<file path="config.mk">
export PLATFORM = sky130hd
export DESIGN_NAME = branch_predictor
export DESIGN_NICKNAME = d
export VERILOG_FILES = /design/src/rtl/branch_predictor.sv
export SDC_FILE = /design/constraint.sdc
export NUM_CORES = 1
export LEC_CHECK = 0
export BUFFER_PORTS_ARGS = -buffer_cell sky130_fd_sc_hd__buf_2
export CORE_MARGIN = 2
export CORE_UTILIZATION = 65
export CTS_BUF_LIST = sky130_fd_sc_hd__clkbuf_16
export DETAILED_ROUTE_END_ITERATION = 7
export PLACE_DENSITY_LB_ADDON = 0.25
export REMOVE_ABC_BUFFERS = 1
export SYNTH_ARGS = -nofsm -noshare
export SYNTH_HDL_FRONTEND = slang
export SYNTH_SLANG_ARGS = --single-unit
</file>
<file path="constraint.sdc">
create_clock -name clk_i -period 6.5 [get_ports clk_i]
set_input_delay 0 -clock clk_i [delete_from_list [all_inputs] [get_ports clk_i]]
set_output_delay 0 -clock clk_i [all_outputs]
set_load 0.01 [all_outputs]
</file>
<file path="src/rtl/branch_predictor.sv">
// Direct-mapped branch target buffer with 2-bit saturating direction counters.
// Trained by resolved branches; answers one fetch-PC lookup per cycle, registered.

module bp_entry #(
    parameter int TAG_W = 6
) (
    input  logic             clk,
    input  logic             rst_n,
    input  logic             sel,
    input  logic             taken,
    input  logic [TAG_W-1:0] upd_tag,
    input  logic [31:0]      upd_target,
    output logic             valid,
    output logic [TAG_W-1:0] tag,
    output logic [1:0]       ctr,
    output logic [31:0]      target
);
    localparam logic [1:0] SNT = 2'b00;
    localparam logic [1:0] WNT = 2'b01;
    localparam logic [1:0] WT  = 2'b10;
    localparam logic [1:0] ST  = 2'b11;

    logic       hit;
    logic [1:0] ctr_nxt;

    assign hit = valid && (tag == upd_tag);

    // Counter next state; a taken miss allocates at weak-taken.
    always_comb begin
        ctr_nxt = ctr;
        if (hit) begin
            if (taken) ctr_nxt = (ctr == ST)  ? ST  : ctr + 2'd1;
            else       ctr_nxt = (ctr == SNT) ? SNT : ctr - 2'd1;
        end else if (taken) begin
            ctr_nxt = WT;
        end
    end

    always_ff @(posedge clk or negedge rst_n) begin
        if (!rst_n) begin
            valid  <= 1'b0;
            tag    <= '0;
            ctr    <= WNT;
            target <= '0;
        end else if (sel) begin
            if (hit || taken) ctr <= ctr_nxt;
            if (taken) begin
                valid  <= 1'b1;
                tag    <= upd_tag;
                target <= upd_target;
            end
        end
    end
endmodule

module branch_predictor #(
    parameter int ENTRIES    = 16,
    parameter int ADDR_WIDTH = 10,
    parameter int IDX_W      = $clog2(ENTRIES),
    parameter int TAG_W      = ADDR_WIDTH - IDX_W
) (
    input  logic                  clk_i,
    input  logic                  rst_ni,
    input  logic                  fetch_valid_i,
    input  logic [31:0]           fetch_pc_i,
    input  logic                  flush_i,
    input  logic                  upd_valid_i,
    input  logic                  upd_taken_i,
    input  logic [31:0]           upd_target_i,
    input  logic [ADDR_WIDTH-1:0] upd_iaddr_i,
    output logic                  pred_valid_o,
    output logic                  pred_taken_o,
    output logic [31:0]           pred_target_o,
    output logic [31:0]           pred_pc_o
);
    typedef struct packed {
        logic        valid;
        logic        taken;
        logic [31:0] target;
        logic [31:0] pc;
    } pred_t;

    logic [ENTRIES-1:0]            ent_valid;
    logic [ENTRIES-1:0][TAG_W-1:0] ent_tag;
    logic [ENTRIES-1:0][1:0]       ent_ctr;
    logic [ENTRIES-1:0][31:0]      ent_target;

    logic [ADDR_WIDTH-1:0] lk_addr;
    logic [IDX_W-1:0]      lk_idx;
    logic [TAG_W-1:0]      lk_tag;
    logic                  lk_taken;
    logic [IDX_W-1:0]      upd_idx;
    logic [TAG_W-1:0]      upd_tag;
    pred_t                 pred_q, pred_d;

    assign lk_addr = fetch_pc_i[ADDR_WIDTH+1:2];
    assign lk_idx  = lk_addr[IDX_W-1:0];
    assign lk_tag  = lk_addr[ADDR_WIDTH-1:IDX_W];
    assign upd_idx = upd_iaddr_i[IDX_W-1:0];
    assign upd_tag = upd_iaddr_i[ADDR_WIDTH-1:IDX_W];

    genvar e;
    generate
        for (e = 0; e < ENTRIES; e++) begin : g_entry
            bp_entry #(.TAG_W(TAG_W)) u_entry (
                .clk        (clk_i),
                .rst_n      (rst_ni),
                .sel        (upd_valid_i && (upd_idx == IDX_W'(e))),
                .taken      (upd_taken_i),
                .upd_tag    (upd_tag),
                .upd_target (upd_target_i),
                .valid      (ent_valid[e]),
                .tag        (ent_tag[e]),
                .ctr        (ent_ctr[e]),
                .target     (ent_target[e])
            );
        end
    endgenerate

    // Lookup reads pre-update table contents; no write-to-read bypass.
    assign lk_taken = ent_valid[lk_idx] && (ent_tag[lk_idx] == lk_tag)
                      && (ent_ctr[lk_idx] >= 2'b10);

    always_comb begin
        pred_d       = pred_q;
        pred_d.valid = 1'b0;
        if (flush_i) begin
            pred_d.taken = 1'b0;
        end else if (fetch_valid_i) begin
            pred_d.valid  = 1'b1;
            pred_d.taken  = lk_taken;
            pred_d.target = lk_taken ? ent_target[lk_idx] : fetch_pc_i + 32'd4;
            pred_d.pc     = fetch_pc_i;
        end
    end

    always_ff @(posedge clk_i or negedge rst_ni) begin
        if (!rst_ni) pred_q <= '0;
        else         pred_q <= pred_d;
    end

    assign pred_valid_o  = pred_q.valid;
    assign pred_taken_o  = pred_q.taken;
    assign pred_target_o = pred_q.target;
    assign pred_pc_o     = pred_q.pc;
endmodule

</file>
==> impl_metrics.tcl, run 1 <==
set metrics [dict create \
    nets 2789 \
    clk_pin_slew_ns 0.06 \
    crit_top_cell "dlygate4sd3_1" \
    coreArea_um2 52660 \
    grt_max_degree 191 \
    period_minus_slack_ns 4.356 \
    synthFlopType "dfrtp_1" \
    postSynthAreaPerCell_um2 13.44 \
    numClockSinks 722 \
    synth_most_common_cell "dfrtp_1" \
    drc_errors 0 \
    synth-edff-count 0 \
    fmax_mhz 229.6 \
    place_congestion 0.8662 \
    yosys.area.top_type "dfrtp_1" \
    routed_wirelength_mm 94.39 \
    fp.dieW_um 235.0 \
    initial_core_util_pct 65.86 \
    yosysWarnings 0 \
    fin_ws_ns 2.144 \
    critPathLaunch "fetch_pc_i[3]" \
    final_hold_viol_count 0 \
    track_usage_pct 34.72 \
    hold_path_class "in -> reg" \
    vias 23160 \
    drtIter0Drc 2462 \
    synthCells 2581 \
    powerDensity_nw_per_um2 309.7 \
    startpoint_type "primary input" \
    place_inst 3233 \
    drv_cap 0 \
    status "finished, final reports clean" \
    hold_depth 6 \
    synth-async-reset-ratio_pct 100.0 \
    core.rowCount 84 \
    hpwl_mm 52.78 \
    final.setup_skew_ns 0.02330 \
    layout.cells.non_filler 3454 \
    ir_drop_v 0.0001890 \
    portBuffers 145 \
    reg2reg_depth 6 \
    synth_cell_type_count 67 \
    htree_num_levels 3 \
    hold_start "upd_valid_i" \
    setup_viol 0 \
    path_max_fanout 73 \
    synth_common_cells "dfrtp_1, mux2_2, nand2_1, mux4_2, clkbuf_1" \
    fin_tns_setup_ns 0 \
    drive_gt1_share_pct 39.91 \
    leakage_uw 0.01741 \
    die_area_um2 55220 \
    pin_count 146 \
    fp.dieH_um 235.0 \
    slowest_delay_ns 0.78 \
    first_pass_iters 6 \
    yosys_register_bits 722 \
    power_uw 12060 \
    worstPathArrival_ns 4.91 \
    antenna_found_initial 3 \
    areaGrowthSynthToFinish_pct 12.26 \
    drt.antenna.violating_nets 0 \
    rsz0062_at_grt "false" \
    tightest_slew_ns 1.124 \
    path_class "in -> reg" \
    fill_cells 3303 \
    reg2reg_from "g_entry[6].u_entry.tag[5]" \
    slowest_stage "a31o_2" \
    cts_tree "yes" \
    synth_seq_area_share_pct 52.15 \
    numCtsBuffers 75 \
    cts_root_buf "clkbuf_16" \
    grt_pass1_wl_mm 146.2 \
    clock_path_buffers 3 \
    yosys-top-cells-area "dfrtp_1, mux2_2, mux4_2" \
    period_share_pct 67.01 \
    synth.top_cell.area_share_pct 50.94 \
    synth_area_um2 34680 \
    clock_latency_ns 0.63 \
    place_ws_ns 2.443 \
    path_cells "dlygate4sd3_1 -> buf_6 -> buf_4 -> mux4_2 -> nand2_1 -> a21oi_2 -> a2111oi_4 -> a31o_2 -> nand4_1 -> a21oi_1 -> dlygate4sd3_1" \
    post_drt_wl_per_cell_um 27.33 \
    endpoint_kind "flop" \
    relSlewSlack_pct 24.94 \
    drv_slew 0 \
    crit_required_ns 7.06 \
    grt_pass1_vias 24000 \
    via_per_inst 6.704 \
    gr-total-overflow 0 \
]
==> placed cells by master, fill, tap and decap left out, types with 17 or more instances in the layout <==
cell	instances
mux4_2	181
xnor2_1	78
xor2_1	46
clkbuf_16	78
mux2_2	571
o31ai_1	25
a31oi_1	31
o21ai_0	45
buf_2	142
mux2i_1	17
buf_4	30
dfrtp_1	706
nand4_1	34
dlygate4sd3_1	86
nor2_1	81
nand2_1	307
a22oi_1	18
inv_1	29
==> routing by layer <==
layer  vias up  track usage [%]  wire length (um)
met3       248            5.733              7515
met2      1077            55.70             45790
met5         -                0                13
li1       9606                -                 -
met4         2            12.70              3516
met1     12220            48.62             37550
==> state kept, by name (all words and copies together), names as in the netlist <==
| signal | flops |
|---|---|
| pred_pc_o | 32 |
| pred_valid_o | 1 |
| g_entry.u_entry.target | 512 |
| pred_taken_o | 1 |
| g_entry.u_entry.tag | 96 |
| g_entry.u_entry.valid | 16 |
| g_entry.u_entry.ctr | 32 |
| pred_target_o | 32 |
==> cells by family (layout without fill, tap and decap cells) <==
| kind of cell | count (synthesis) | after routing | synth area share, % |
|---|---|---|---|
| other cells | 0 | 2 | 0 |
| flops | 722 | 722 | 52.15 |
| buf+inv | 224 | 407 | 2.782 |
| compound gates | 197 | 197 | 4.106 |
| xor+xnor | 125 | 125 | 3.178 |
| fa+ha+maj | 3 | 3 | 0.09380 |
| mux | 769 | 769 | 30.79 |
| simple gates | 541 | 541 | 6.902 |
==> final cells by class <==
| class | count | area, um2 | share of cell area [%] |
|---|---|---|---|
| diodes | 2 | 5.005 | 0.01286 |
| clock buffers | 78 | 1952 | 5.013 |
| clock inverters | 55 | 317.8 | 0.8163 |
| inverters | 10 | 37.54 | 0.09641 |
| multi-input cells | 1635 | 15770 | 40.52 |
| flip-flops and latches | 722 | 18090 | 46.46 |
| well taps | 688 | 860.8 | 2.211 |
| repair buffers | 264 | 1898 | 4.875 |
==> repair_timing <==
action,CTS,global route
setup buffers,0,0
hold endpoints to repair,689,0
hold buffers,86,0
resized for setup,0,0
==> path summary, 6_finish.rpt <==
kind	end	slack, ns
min in group asynchronous	g_entry[11].u_entry.ctr[1]	0.07
worst min register to register	pred_pc_o[30]	0.47
worst max-delay path	pred_taken_o	2.14
worst min-delay path	g_entry[8].u_entry.ctr[1]	0.02
max in group asynchronous	g_entry[5].u_entry.target[19]	4.80
worst max register to register	pred_target_o[0]	3.00
==> metrics by stage <==
stage               cell area, um2  utilization (%)  hold slack, ns
global placement             35800            67.98          0.1337
CTS                          38930            73.93        0.005925
global route                 38930            73.94         0.05756
floorplan                    33750                -         -0.2956
detailed placement           35800            67.98          0.1493
finish                       38930            73.94         0.02365
==> report_power, final <==
part	switching, uW	leakage (uW)	total [uW]	internal, uW
clock network	1780	0.00120	4030	2250
registers	521	0.00909	5840	5310
logic	969	0.00713	2190	1220
==> critical path: cells and delay by family <==
family                 cells  cell delay, ns
muxes                      1            0.59
buffers and inverters      4            2.41
AOI/OAI and AO/OA          4            1.47
and+or+nand+nor            2            0.26
(Power assumes the default switching activity.)
==> inputs of run 2 (changes only) <==
--- a/config.mk
+++ b/config.mk
@@ -7,7 +7,7 @@
 export LEC_CHECK = 0
 export BUFFER_PORTS_ARGS = -buffer_cell sky130_fd_sc_hd__buf_2
 export CORE_MARGIN = 2
-export CORE_UTILIZATION = 65
+export CORE_UTILIZATION = 62
 export CTS_BUF_LIST = sky130_fd_sc_hd__clkbuf_16
 export DETAILED_ROUTE_END_ITERATION = 7
 export PLACE_DENSITY_LB_ADDON = 0.25
==> constraint.sdc (replaced) <==
create_clock -name clk_i -period 4.55 [get_ports clk_i]
set_input_delay 0 -clock clk_i [delete_from_list [all_inputs] [get_ports clk_i]]
set_output_delay 0 -clock clk_i [all_outputs]
set_load 0.01 [all_outputs]
==> impl_metrics.tcl, run 2 (synthesis gave the netlist of run 1 again) <==
set metrics [dict create \
    use_met2_pct 53.81 \
    p_int_uw 12660 \
    areaGrowthSynthToFinish_pct 12.57 \
    p_seq_share_pct 48.1 \
    fin_tns_setup_ns 0 \
    fp.dieH_um 240.5 \
    hold_path_class "in -> async" \
    slowest_delay_ns 0.66 \
    gr-total-overflow 0 \
    largestRegisters "g_entry.u_entry.target: 512 flops, g_entry.u_entry.tag: 96 flops" \
    place_congestion 0.8853 \
    first_pass_iters 8 \
    grt_pass1_vias 24010 \
    powerDensity_nw_per_um2 443.8 \
    numCtsBuffers 74 \
    clkPwrFrac_pct 33.8 \
    final_cell_mix "dfrtp_1, mux2_2, nand2_1" \
    layout_commonest_cell "dfrtp_1" \
    htree_num_levels 3 \
    clock_latency_ns 0.62 \
    holdWs_ns 0.009593 \
    power_uw 17320 \
    rsz0062_at_grt "false" \
    final.setup_skew_ns 0.01739 \
    fp.dieW_um 240.5 \
    period_minus_slack_ns 3.742 \
    numClockSinks 722 \
    antenna_found_initial 4 \
    status "finished, final reports clean" \
    p_sw_share_pct 26.93 \
    drv_slew 0 \
    drv_cap 0 \
    worstPathArrival_ns 4.29 \
    use_met3_pct 7.107 \
    routed_wirelength_mm 94.38 \
    period_share_pct 82.24 \
    clock_path_buffers 3 \
    vias 22930 \
    grtUsageMet1_pct 46.03 \
    endpoint_kind "flop" \
    startpoint_type "flop" \
    path_class "reg -> reg" \
    fmax_mhz 267.3 \
    p_sw_uw 4665 \
    drtIter0Drc 2253 \
    track_usage_pct 33.85 \
    ir_drop_v 0.0003618 \
    largest_register_ffs 512 \
    drive_gt1_share_pct 40.46 \
    drc_errors 0 \
    fill_cells 3597 \
    post_drt_wl_per_cell_um 26.93 \
    coreArea_um2 55200 \
    path_cells "mux4_2 -> mux4_2 -> xnor2_2 -> and3_1 -> buf_4 -> nand4_1 -> a21oi_1 -> dlygate4sd3_1" \
    multi_input_area_um2 15770 \
    core.rowCount 86 \
    crit_top_cell "mux4_2" \
    hpwl_mm 56.66 \
    grt_pass1_wl_mm 145.6 \
    slowest_stage "and3_1" \
    comb_power_share_pct 18.1 \
    crit_required_ns 5.09 \
    leakage_uw 0.01742 \
    setup_viol 0 \
    cts_root_buf "clkbuf_16" \
    initial_core_util_pct 62.83 \
    seqCellArea_um2 18090 \
    die_area_um2 57850 \
    clk_pin_slew_ns 0.06 \
    relSlewSlack_pct 18.41 \
    top_usage_layer "met2" \
    cts_tree "yes" \
    via_per_inst 6.541 \
    pin_count 146 \
    path_max_fanout 19 \
    drt.antenna.violating_nets 0 \
    nets 2785 \
    largest-register "g_entry.u_entry.target" \
    grt_max_degree 131 \
    portBuffers 145 \
    final_hold_viol_count 0 \
    tightest_slew_ns 1.221 \
]
## run 2: changes by cell type in the layout (fill, tap and decap cells not counted), moves of 3 or more
| cell | before | now |
|---|---|---|
| buf_12 | 3 | 9 |
| dlygate4sd3_1 | 86 | 74 |
| buf_4 | 30 | 33 |
| clkinv_2 | 9 | 14 |
| inv_1 | 29 | 23 |
| bufinv_16 | 2 | 5 |
| clkinv_1 | 16 | 13 |
## run 2: final cells by class
type                    instances  area share [%]
repair buffers                261           4.926
clock inverters                51          0.9070
flip-flops and latches        722           46.33
well taps                     748           2.397
diodes                          1        0.006410
multi-input cells            1635           40.40
clock buffers                  77           4.936
inverters                      10         0.09615
## run 2: worst max-delay path, delay by kind of cell (launching register included)
kind | cells | cell delay [ns]
muxes | 2 | 1.07
DFF | 1 | 0.41
AOI/OAI and AO/OA | 1 | 0.19
xor gates and xnor gates | 1 | 0.22
and+or+nand+nor | 2 | 0.79
buffers and inverters | 2 | 0.99
## run 2: what timing repair did
item                      CTS  global route
buffers inserted            0             0
resized for setup           0             0
hold endpoints to repair  685             0
hold buffers               74             0
## run 2: per-stage QoR
step                      setup WS [ns]  instance area, um2  instances  utilization, %
after floorplan                  0.9830               33750       2367               -
after global placement            1.082               36020       3302           65.25
after detailed placement          1.041               36020       3302           65.25
after CTS                        0.9113               39040       3504           70.72
after global routing             0.7149               39040       3505           70.72
final                            0.8082               39040       3505           70.72
## run 2: power by group through the flow
stage          registers [uW]  logic [uW]  clock network, uW
2_1_floorplan            8170        2080                  0
3_3_place_gp             8320        2930                  0
3_5_place_dp             8420        3050                  0
4_1_cts                  8320        3130               5900
5_1_grt                  8460        3360               6170
6_report                 8340        3130               5850
## run 2: path summary, 6_finish.rpt
path | depth (start not counted) | slack [ns] | to | from
worst min-delay path | 2 | 0.01 | g_entry[10].u_entry.ctr[1] | rst_ni
max in group asynchronous | 3 | 3.21 | g_entry[14].u_entry.target[10] | rst_ni
worst min register to register | 2 | 0.47 | pred_pc_o[2] | pred_pc_o[2]
worst max-delay path | 8 | 0.81 | pred_taken_o | g_entry[15].u_entry.tag[5]
min in group clk_i | 5 | 0.02 | g_entry[6].u_entry.ctr[0] | upd_iaddr_i[3]
worst max register to register | 8 | 0.81 | pred_taken_o | g_entry[15].u_entry.tag[5]
## run 2: metal layers
metal	wire [um]	vias to the layer above
met3	7880	228
li1	-	9584
met4	3743	4
met2	45490	1068
met5	27	-
met1	37240	12040
